$ cat config.mk
export PLATFORM = sky130hd
export DESIGN_NAME = fifo_stream_reader
export DESIGN_NICKNAME = d
export VERILOG_FILES = /design/src/rtl/fifo_stream_reader.sv
export SDC_FILE = /design/constraint.sdc
export NUM_CORES = 1
export LEC_CHECK = 0
export ABC_CLOCK_PERIOD_IN_PS = 2100
export BUFFER_PORTS_ARGS = -buffer_cell sky130_fd_sc_hd__buf_4
export CORE_MARGIN = 2
export CORE_UTILIZATION = 48
export CTS_CLUSTER_SIZE = 10
export DETAILED_ROUTE_END_ITERATION = 8
export PLACE_DENSITY = 0.87
export SLEW_MARGIN = 10
export SYNTH_ARGS = -nofsm -noshare
export SYNTH_HDL_FRONTEND = slang
export SYNTH_SLANG_ARGS = --single-unit
$ cat constraint.sdc
create_clock -name CLK -period 2.1 [get_ports CLK]
set_input_delay 0.42 -clock CLK [delete_from_list [all_inputs] [get_ports CLK]]
set_output_delay 0.42 -clock CLK [all_outputs]
set_load 0.005 [all_outputs]
$ cat src/rtl/fifo_stream_reader.sv
// Prefetching FIFO-to-stream reader with a 2-entry skid buffer for one-cycle FIFO read latency.
// Optional accepted-word counter port word_cnt enabled by macro FIFO_READER_CNT_EN.
module fifo_stream_reader #(
  parameter int DW = 32,
  parameter int CW = 16
) (
  input  logic          CLK,
  input  logic          RST,
  input  logic          fifo_empty,
  output logic          fifo_rd_en,
  input  logic [DW-1:0] fifo_rdata,
  output logic          m_valid,
  input  logic          m_ready,
  output logic [DW-1:0] m_data
`ifdef FIFO_READER_CNT_EN
  ,
  output logic [CW-1:0] word_cnt
`endif
);

  logic [DW-1:0] buf0_r, buf1_r;
  logic [DW-1:0] buf0_nxt_s, buf1_nxt_s;
  logic [1:0]    buf_cnt_r, buf_cnt_nxt_s;
  logic          in_flight_r;
  logic          pop_s;
  logic [1:0]    occ_s;
  logic          rd_en_s;

  assign pop_s      = m_valid & m_ready;
  assign occ_s      = buf_cnt_r + {1'b0, in_flight_r};
  assign m_valid    = (buf_cnt_r != 2'd0);
  assign m_data     = buf0_r;
  assign fifo_rd_en = rd_en_s;

  // Pop request: keep buffered plus in-flight words at most two, counting a same-cycle pop as a free slot.
  always_comb begin
    rd_en_s = 1'b0;
    if (!RST && !fifo_empty) begin
      if (occ_s < 2'd2) begin
        rd_en_s = 1'b1;
      end else if ((occ_s == 2'd2) && pop_s) begin
        rd_en_s = 1'b1;
      end else begin
        rd_en_s = 1'b0;
      end
    end else begin
      rd_en_s = 1'b0;
    end
  end

  // Buffer next state: buf0 is always the oldest word, arriving data fills the first free slot.
  always_comb begin
    buf0_nxt_s    = buf0_r;
    buf1_nxt_s    = buf1_r;
    buf_cnt_nxt_s = buf_cnt_r;
    case ({in_flight_r, pop_s})
      2'b01: begin
        buf0_nxt_s    = buf1_r;
        buf_cnt_nxt_s = buf_cnt_r - 2'd1;
      end
      2'b10: begin
        if (buf_cnt_r == 2'd0) begin
          buf0_nxt_s = fifo_rdata;
        end else begin
          buf1_nxt_s = fifo_rdata;
        end
        buf_cnt_nxt_s = buf_cnt_r + 2'd1;
      end
      2'b11: begin
        // Capture and pop together: occupancy is unchanged, the queue just shifts.
        if (buf_cnt_r == 2'd1) begin
          buf0_nxt_s = fifo_rdata;
        end else begin
          buf0_nxt_s = buf1_r;
          buf1_nxt_s = fifo_rdata;
        end
      end
      default: begin
        buf_cnt_nxt_s = buf_cnt_r;
      end
    endcase
  end

  // State registers; reset drops buffered words and any word still in flight.
  always_ff @(posedge CLK) begin
    if (RST) begin
      buf0_r      <= {DW{1'b0}};
      buf1_r      <= {DW{1'b0}};
      buf_cnt_r   <= 2'd0;
      in_flight_r <= 1'b0;
    end else begin
      buf0_r      <= buf0_nxt_s;
      buf1_r      <= buf1_nxt_s;
      buf_cnt_r   <= buf_cnt_nxt_s;
      in_flight_r <= rd_en_s;
    end
  end

`ifdef FIFO_READER_CNT_EN
  logic [CW-1:0] word_cnt_r;

  assign word_cnt = word_cnt_r;

  // Accepted-word counter, wraps naturally at 2^CW.
  always_ff @(posedge CLK) begin
    if (RST) begin
      word_cnt_r <= {CW{1'b0}};
    end else if (pop_s) begin
      word_cnt_r <= word_cnt_r + {{(CW-1){1'b0}}, 1'b1};
    end else begin
      word_cnt_r <= word_cnt_r;
    end
  end
`endif

endmodule

==> summary.json, run 1 <==
{
  "worst_path_dominant_cell_family": {"value": "buffers and inverters"},
  "drt_first_iter_violations": {"value": 179},
  "synth_seq_cells": {"value": 67},
  "critical_path.cell_chain": {"value": "inv_1 -> ha_4 -> nand2b_4 -> inv_1 -> ha_4 -> buf_4 -> mux2i_4 -> buf_4 -> buf_6 -> a221oi_1 -> nor3_1"},
  "path_buf_inv": {"value": 5},
  "antenna_found_initial": {"value": 0},
  "floorplan.die_area": {"value": 6765, "unit": "sq um"},
  "wl_per_cell": {"value": 17.85, "unit": "um"},
  "synth_fp_nets": {"value": 371},
  "clk_transition_reported_paths": {"value": 0.07, "unit": "ns"},
  "mostFrequentLayoutCell": {"value": "sky130_fd_sc_hd__buf_4"},
  "dominantRegCellSynth": {"value": "sky130_fd_sc_hd__dfxtp_1"},
  "num_vias": {"value": 2913},
  "timing.critical_path.slowest_stage_cell": {"value": "sky130_fd_sc_hd__a221oi_1"},
  "design.core.area": {"value": 5921, "unit": "sq um"},
  "worst-setup-path-type": {"value": "reg2reg"},
  "average_vias_per_placed_instance": {"value": 6.069},
  "worst_setup_path_start_kind": {"value": "flop"},
  "grt_max_degree": {"value": 34},
  "async_reset_ff_share": {"value": 0, "unit": "%"},
  "hpwlAfterDp": {"value": 4.837, "unit": "mm"},
  "synth_area": {"value": 2939, "unit": "sq um"},
  "cp.required": {"value": 2.33, "unit": "ns"},
  "share_of_final_layout_standard_cells_stronger_than_drive_strength_1": {"value": 39.01, "unit": "%"},
  "fmax": {"value": 0.4790, "unit": "GHz"},
  "die_w": {"value": 82.25, "unit": "um"},
  "h-tree-depth": {"value": 3},
  "cellPowerDensity": {"value": 1376, "unit": "nW/um^2"},
  "cts_inserted_buffers": {"value": 9},
  "antenna_cells_inserted": {"value": 0},
  "leakage": {"value": 1.673, "unit": "nW"},
  "seq_power_share": {"value": 32.6, "unit": "%"},
  "syn_inst": {"value": 328},
  "power.combinational.fraction": {"value": 46.4, "unit": "%"},
  "worst_hold_slack": {"value": 0.2441, "unit": "ns"},
  "worst_ir_drop_vdd": {"value": 0.0007502, "unit": "V"},
  "clock_sink_count": {"value": 67},
  "wire_length_of_the_first_global_routing_pass": {"value": 12.21, "unit": "mm"},
  "multiInputGateArea": {"value": 1657, "unit": "sq um"},
  "timing.final.crit_share": {"value": 99.42, "unit": "%"},
  "worst_clock_skew": {"value": 0.007452, "unit": "ns"},
  "synth_sequential_area_ratio": {"value": 45.64, "unit": "%"},
  "power.switching_fraction": {"value": 36.88, "unit": "%"},
  "portBuffers": {"value": 69},
  "finalWeightedCongestion": {"value": 0.7712},
  "p_int": {"value": 0.003599, "unit": "W"},
  "cts_hold_buffers": {"value": 0},
  "fp.dieH": {"value": 82.25, "unit": "um"},
  "slew-limit-headroom": {"value": 34.23, "unit": "%"},
  "slew_viol_final": {"value": 0},
  "hold_violations": {"value": 0},
  "max_slew.worst_pin.slew": {"value": 0.9659, "unit": "ns"},
  "drc": {"value": 0},
  "crit_path_end_kind": {"value": "flop"},
  "finish.utilization": {"value": 69.99, "unit": "%"},
  "clock_latency": {"value": 0.35, "unit": "ns"},
  "grt_overflow": {"value": 0},
  "share_clk_of_total_power": {"value": 20.9, "unit": "%"},
  "initial_utilization": {"value": 49.64, "unit": "%"},
  "maxCapViolCount": {"value": 0},
  "timing.critical_path.slowest_cell_delay": {"value": 0.33, "unit": "ns"},
  "synth-edff-count": {"value": 0},
  "final.min_clock_period": {"value": 2.088, "unit": "ns"},
  "max_fanout_on_critical_path": {"value": 5},
  "worst_hold_path_type": {"value": "in2reg"},
  "io-pin-count": {"value": 70},
  "number_of_fillers_in_the_final_layout": {"value": 446},
  "cp_data_arrival_time": {"value": 2.32, "unit": "ns"},
  "root_buffer": {"value": "sky130_fd_sc_hd__clkbuf_8"},
  "grt_pass1_vias": {"value": 2642},
  "areaGrowthSynthToFinish": {"value": 41.00, "unit": "%"},
  "tritoncts": {"value": "yes"},
  "route.final.wire_length": {"value": 8.566, "unit": "mm"},
  "nNetsFinal": {"value": 443},
  "syn_avg_cell_area": {"value": 8.961, "unit": "sq um"},
  "status": {"value": "complete, no violations"},
  "setup-violations-final": {"value": 0},
  "total_switching_power": {"value": 0.002103, "unit": "W"},
  "antenna_left": {"value": 0},
  "num_rows": {"value": 28},
  "drt_pass1_iterations": {"value": 5},
  "netlist-cell-type-count": {"value": 25},
  "clk_path_buf_depth": {"value": 2},
  "leading_cell_types_in_the_layout_fill_and_taps_excluded": {"value": "sky130_fd_sc_hd__buf_4, sky130_fd_sc_hd__dfxtp_1, sky130_fd_sc_hd__nor2_1, sky130_fd_sc_hd__o21ai_0, sky130_fd_sc_hd__a21oi_1"},
  "grt.total_usage": {"value": 23.33, "unit": "%"},
  "ys.warnings.count": {"value": 0},
  "register_area": {"value": 1345, "unit": "sq um"}
}
logic make-up after synthesis:
kind of cell,synth area share (%)
AOI/OAI and AO/OA,24.39
xor gates and xnor gates,0.5961
adders and majority gates,2.980
buffers and inverters,6.683
DFF,45.64
muxes,1.745
and+or+nand+nor,17.97
power groups by stage:
stage	clock [W]	sequential (W)	combinational, W
floorplan	0	0.00186	0.00131
global placement	0	0.00184	0.00214
detailed placement	0	0.00186	0.00221
CTS	0.00120	0.00184	0.00225
global route	0.00126	0.00190	0.00285
finish	0.00119	0.00186	0.00265
path summary, 6_finish.rpt:
path,to,start,cells after the start,slack (ns)
max,m_data[28],buf_cnt_r[0],11,0.01
min,in_flight_r,fifo_empty,2,0.24
max reg2reg,m_data[28],buf_cnt_r[0],11,0.01
min reg2reg,buf1_r[0],buf1_r[0],2,0.48
through the flow:
| step | power (W) | setup WS, ns | instances | area, sq um | setup TNS [ns] |
|---|---|---|---|---|---|
| 5_1_grt | 0.006021 | -0.06335 | 480 | 4144 | -0.8423 |
| 4_1_cts | 0.005291 | -0.001735 | 471 | 3830 | -0.001735 |
| 3_3_place_gp | 0.003983 | -0.09554 | 455 | 3587 | -2.779 |
| 6_report | 0.005702 | 0.01221 | 480 | 4144 | 0 |
| 3_5_place_dp | 0.004072 | -0.2084 | 455 | 3587 | -5.652 |
| 2_1_floorplan | 0.003168 | 0.02337 | 328 | 2940 | 0 |
cell type report:
class	count	area share (%)
Multi-Input combinational cell	222	39.98
Sequential cell	67	32.46
Timing Repair Buffer	95	19.57
Clock buffer	12	3.502
Tap cell	75	2.264
Clock inverter	4	1.781
Inverter	5	0.4529
routing by layer:
layer | global-route usage (%) | routed length, um | vias up | part of all wire [%]
li1 | - | - | 1351 | -
met1 | 27.88 | 3510 | 1425 | 41
met2 | 40.00 | 4367 | 122 | 51
met3 | 6.522 | 588 | 15 | 6.9
met4 | 8.167 | 99 | 0 | 1.2
met5 | 0 | 0 | - | 0
synth_stat cells, types with 2 or more instances:
library cell / instances / area share, %
sky130_fd_sc_hd__a21oi_1: 33 / 5.6
sky130_fd_sc_hd__buf_6: 4 / 1.5
sky130_fd_sc_hd__nor2_1: 35 / 4.5
sky130_fd_sc_hd__mux2i_1: 4 / 1.4
sky130_fd_sc_hd__a221oi_2: 10 / 5.1
sky130_fd_sc_hd__dfxtp_1: 67 / 46
sky130_fd_sc_hd__nor3_2: 10 / 3.4
sky130_fd_sc_hd__inv_1: 5 / 0.64
sky130_fd_sc_hd__nor3_1: 24 / 4.1
sky130_fd_sc_hd__clkbuf_1: 18 / 2.3
sky130_fd_sc_hd__nand3_1: 32 / 5.4
sky130_fd_sc_hd__ha_1: 7 / 3.0
sky130_fd_sc_hd__o21ai_0: 33 / 5.6
sky130_fd_sc_hd__buf_2: 13 / 2.2
sky130_fd_sc_hd__a221oi_1: 22 / 6.6
sky130_fd_sc_hd__a21o_1: 2 / 0.51
worst reg2reg max path: cells and delay by family (launching register included):
kind,cells,cell delay (ns)
buf+inv,5,0.58
compound gates,1,0.33
flops,1,0.32
fa+ha+maj,2,0.32
simple gates,2,0.21
mux,1,0.21
registers in the layout, summed over array words and instances (netlist names):
name / count
buf1_r: 32
m_data: 32
buf_cnt_r: 2
in_flight_r: 1
repair_timing:
item                                    4_1_cts  5_1_grt
pin swaps                                     6       12
gates cloned                                  0        5
resized for setup                             5       31
setup buffers                                 0        4
endpoints found under the setup margin       40       60
Power figures use the tool's default switching activity.
==> run 2, diff against run 1 <==
- ABC_AREA: unset -> 1
- CORE_UTILIZATION: 48 -> 50
==> summary.json, run 2 <==
{
  "synth_top_family_by_area": {"value": "simple AND/OR/NAND/NOR gates"},
  "fp.dieH": {"value": 89.42, "unit": "um", "change": "+8.7%"},
  "critical_path.reg2reg.endpoint": {"value": "buf1_r[28]"},
  "synth_top_cell_area_share": {"value": 36.76, "unit": "%", "change": "-8.9 points"},
  "cts_inserted_buffers": {"value": 9, "change": "unchanged"},
  "final.min_clock_period": {"value": 2.027, "unit": "ns", "change": "-0.06101 ns"},
  "finish.utilization": {"value": 63.40, "unit": "%", "change": "-6.6 points"},
  "rsz_0062_raised_after_global_routing": {"value": "no"},
  "syn_avg_cell_area": {"value": 6.163, "unit": "sq um", "change": "-31%"},
  "yosys.area_share.adder": {"value": 2.401, "unit": "%", "change": "-0.58 points"},
  "synth_compound_gate_area_share": {"value": 0.8230, "unit": "%", "change": "-24 points"},
  "grt_max_degree": {"value": 65, "change": "+91%"},
  "leakage": {"value": 2.661, "unit": "nW", "change": "+59%"},
  "areaGrowthSynthToFinish": {"value": 24.69, "unit": "%"},
  "ys.warnings.count": {"value": 0, "change": "unchanged"},
  "wl_per_cell": {"value": 11.99, "unit": "um", "change": "-33%"},
  "async_reset_ff_share": {"value": 0, "unit": "%", "change": "unchanged"},
  "num_rows": {"value": 31, "change": "+11%"},
  "synth_seq_cells": {"value": 67, "change": "unchanged"},
  "pre_cts_ws": {"value": -0.02554, "unit": "ns", "change": "+0.1828 ns"},
  "die_w": {"value": 89.42, "unit": "um", "change": "+8.7%"},
  "floorplan.die_area": {"value": 7996, "unit": "sq um", "change": "+18%"},
  "status": {"value": "complete, no violations"},
  "clk_transition_reported_paths": {"value": 0.07, "unit": "ns", "change": "about the same"},
  "route.final.wire_length": {"value": 9.088, "unit": "mm", "change": "+6.1%"},
  "nNetsFinal": {"value": 699, "change": "+58%"},
  "timing.critical_path.slowest_stage_cell": {"value": "sky130_fd_sc_hd__dfxtp_1"},
  "worst_hold_path_type": {"value": "in2reg"},
  "fmax": {"value": 0.4934, "unit": "GHz", "change": "+3.0%"},
  "slew-limit-headroom": {"value": 73.11, "unit": "%", "change": "+39 points"},
  "syn_inst": {"value": 592, "change": "+80%"},
  "h-tree-depth": {"value": 3, "change": "unchanged"},
  "critical-path-top-cell-by-count": {"value": "sky130_fd_sc_hd__inv_2"},
  "synth-edff-count": {"value": 0, "change": "unchanged"},
  "worst_setup_path_start_kind": {"value": "flop"},
  "critical_path.cell_chain": {"value": "inv_2 -> ha_4 -> inv_2 -> nand2_4 -> buf_12 -> nor2_1 -> o21a_1 -> buf_4"},
  "worst-setup-path-type": {"value": "reg2out"},
  "root_buffer": {"value": "sky130_fd_sc_hd__clkbuf_8"},
  "number_of_fillers_in_the_final_layout": {"value": 638, "change": "+43%"},
  "timing.critical_path.slowest_cell_delay": {"value": 0.36, "unit": "ns", "change": "+0.03 ns"},
  "max_slew.worst_pin.slew": {"value": 0.4024, "unit": "ns", "change": "-0.5636 ns"},
  "average_vias_per_placed_instance": {"value": 4.885, "change": "-20%"},
  "max_fanout_on_critical_path": {"value": 10, "change": "+5"},
  "crit_path_end_kind": {"value": "output pin"},
  "mostFrequentLayoutCell": {"value": "sky130_fd_sc_hd__nand2_1"},
  "tritoncts": {"value": "yes"},
  "clock_sink_count": {"value": 67, "change": "unchanged"},
  "yosys.area.top_type": {"value": "sky130_fd_sc_hd__dfxtp_1"},
  "grt_pass1_vias": {"value": 3382, "change": "+28%"},
  "area_of_placed_instances": {"value": 4269, "unit": "sq um", "change": "+19%"},
  "slew_viol_final": {"value": 0, "change": "unchanged"},
  "leading_cell_types_in_the_layout_fill_and_taps_excluded": {"value": "sky130_fd_sc_hd__nand2_1, sky130_fd_sc_hd__inv_1, sky130_fd_sc_hd__nand3_1, sky130_fd_sc_hd__buf_4"},
  "ff2ff_setup_slack": {"value": 0.21, "unit": "ns", "change": "+0.20 ns"},
  "worst_ir_drop_vdd": {"value": 0.0006512, "unit": "V", "change": "-13%"},
  "drc": {"value": 0, "change": "unchanged"},
  "synth_area": {"value": 3648, "unit": "sq um", "change": "+24%"},
  "worst_hold_slack": {"value": 0.2619, "unit": "ns", "change": "+0.01786 ns"},
  "cellPowerDensity": {"value": 1298, "unit": "nW/um^2", "change": "-5.7%"},
  "antenna_cells_inserted": {"value": 0, "change": "unchanged"},
  "yosys.area_share.xor_xnor": {"value": 0.4801, "unit": "%", "change": "-0.12 points"},
  "antenna_left": {"value": 0, "change": "unchanged"},
  "dominantRegCellSynth": {"value": "sky130_fd_sc_hd__dfxtp_1"},
  "finalWeightedCongestion": {"value": 0.8104, "change": "+5.1%"},
  "portBuffers": {"value": 69, "change": "unchanged"},
  "cp_data_arrival_time": {"value": 1.61, "unit": "ns", "change": "-0.71 ns"},
  "worst_clock_skew": {"value": 0.005736, "unit": "ns", "change": "-0.001716 ns"},
  "reg2reg_depth": {"value": 12, "change": "+1"},
  "min_path_cells": {"value": 2, "change": "unchanged"},
  "wire_length_of_the_first_global_routing_pass": {"value": 14.75, "unit": "mm", "change": "+21%"},
  "setup-violations-final": {"value": 0, "change": "unchanged"},
  "drt_first_iter_violations": {"value": 257, "change": "+44%"},
  "final_cell_area": {"value": 4549, "unit": "sq um", "change": "+9.8%"},
  "final.setup.worst_slack": {"value": 0.07322, "unit": "ns", "change": "+0.06101 ns"},
  "synth.area.top_cells": {"value": "sky130_fd_sc_hd__dfxtp_1, sky130_fd_sc_hd__nand2_1, sky130_fd_sc_hd__inv_1, sky130_fd_sc_hd__nand3_1, sky130_fd_sc_hd__nor2_1"},
  "timing.final.crit_share": {"value": 96.51, "unit": "%", "change": "-2.9 points"},
  "hold_violations": {"value": 0, "change": "unchanged"},
  "antenna_found_initial": {"value": 0, "change": "unchanged"},
  "yosys.area_share.simple": {"value": 40.67, "unit": "%", "change": "+23 points"},
  "clk_path_buf_depth": {"value": 2, "change": "unchanged"},
  "netlist_top_cells_count": {"value": "sky130_fd_sc_hd__nand2_1, sky130_fd_sc_hd__inv_1, sky130_fd_sc_hd__nand3_1, sky130_fd_sc_hd__dfxtp_1, sky130_fd_sc_hd__nor2_1"},
  "synth_sequential_area_ratio": {"value": 36.76, "unit": "%", "change": "-8.9 points"},
  "synth.mux.area_fraction": {"value": 0, "unit": "%", "change": "-1.7 points"},
  "initial_utilization": {"value": 50.85, "unit": "%", "change": "+1.2 points"},
  "whs_endpoint": {"value": "buf_cnt_r[0]"},
  "hpwlAfterDp": {"value": 5.918, "unit": "mm", "change": "+22%"},
  "synth_fp_nets": {"value": 635, "change": "+71%"},
  "yosysMostFrequentCell": {"value": "sky130_fd_sc_hd__nand2_1"},
  "totalNegativeSetupSlack": {"value": 0, "unit": "ns", "change": "unchanged"},
  "netlist-cell-type-count": {"value": 18, "change": "-28%"},
  "crit-reg2reg-launch": {"value": "buf_cnt_r[1]"},
  "clock_latency": {"value": 0.35, "unit": "ns", "change": "about the same"},
  "num_vias": {"value": 3703, "change": "+27%"},
  "grt.total_usage": {"value": 23.33, "unit": "%", "change": "about the same"},
  "design.core.area": {"value": 7176, "unit": "sq um", "change": "+21%"},
  "io-pin-count": {"value": 70, "change": "unchanged"},
  "cp.required": {"value": 1.68, "unit": "ns", "change": "-0.65 ns"},
  "timing.hold.worst.start": {"value": "RST"},
  "maxCapViolCount": {"value": 0, "change": "unchanged"},
  "share_of_final_layout_standard_cells_stronger_than_drive_strength_1": {"value": 16.84, "unit": "%", "change": "-22 points"},
  "grt_overflow": {"value": 0, "change": "unchanged"},
  "drt_pass1_iterations": {"value": 5, "change": "unchanged"}
}
[run 2: final cells by class]
cell class / count / area (sq um) / area share (%)
multi-input cells: 353 / 1648 / 36.22
inverters: 137 / 514.2 / 11.30
flip-flops and latches: 67 / 1341 / 29.48
clock buffers: 13 / 178.9 / 3.933
well taps: 99 / 123.9 / 2.723
clock inverters: 1 / 7.507 / 0.1650
repair buffers: 88 / 735.7 / 16.17
[run 2: repair_timing]
action | in CTS | in global routing
hold buffers | 0 | 0
pin swaps | 1 | 1
gates cloned | 1 | 1
endpoints found under the setup margin | 24 | 17
buffers inserted | 0 | 1
resized for setup | 6 | 5
hold endpoints to repair | 0 | 0
[run 2: layer usage]
| metal | part of all wire, % | track usage (%) |
|---|---|---|
| met4 | 2.1 | 10.45 |
| met3 | 6.3 | 3.509 |
| met1 | 42 | 27.63 |
| met2 | 50 | 41.48 |
| met5 | 0 | 0 |
[run 2: kinds of logic (layout without fill, tap and decap cells)]
kind of cell / Yosys count / after routing
xor+xnor: 2 / 2
flops: 67 / 67
compound gates: 5 / 5
fa+ha+maj: 7 / 7
simple gates: 338 / 339
buf+inv: 173 / 239
[run 2: worst max path at each step]
stage / start / end / slack [ns] / depth (start not counted)
3_5_place_dp: buf_cnt_r[1] / buf1_r[14] / -0.03 / 12
5_1_grt: buf_cnt_r[1] / fifo_rd_en / 0.01 / 8
3_3_place_gp: buf_cnt_r[1] / buf1_r[25] / 0.13 / 12
4_1_cts: buf_cnt_r[1] / fifo_rd_en / 0.004 / 8
6_report: buf_cnt_r[1] / fifo_rd_en / 0.07 / 8
2_1_floorplan: buf_cnt_r[0] / m_data[18] / 0.08 / 14
[run 2: worst max-delay path, delay by kind of cell (launching register included)]
family / cells / cell delay, ns
AOI/OAI and AO/OA: 1 / 0.14
adders and majority gates: 1 / 0.17
buffers and inverters: 4 / 0.40
DFF: 1 / 0.36
and+or+nand+nor: 2 / 0.21
[run 2: power by group]
group          switching (W)  internal [W]  leakage (nW)
Clock               0.000478      0.000545        0.0936
Sequential          0.000245       0.00173         0.552
Combinational        0.00158       0.00133          2.02
[run 2: stage by stage]
step,total power (W),instances
global placement,0.004619,741
global route,0.006430,758
CTS,0.005823,756
detailed placement,0.004745,741
finish,0.005905,758
floorplan,0.003823,592
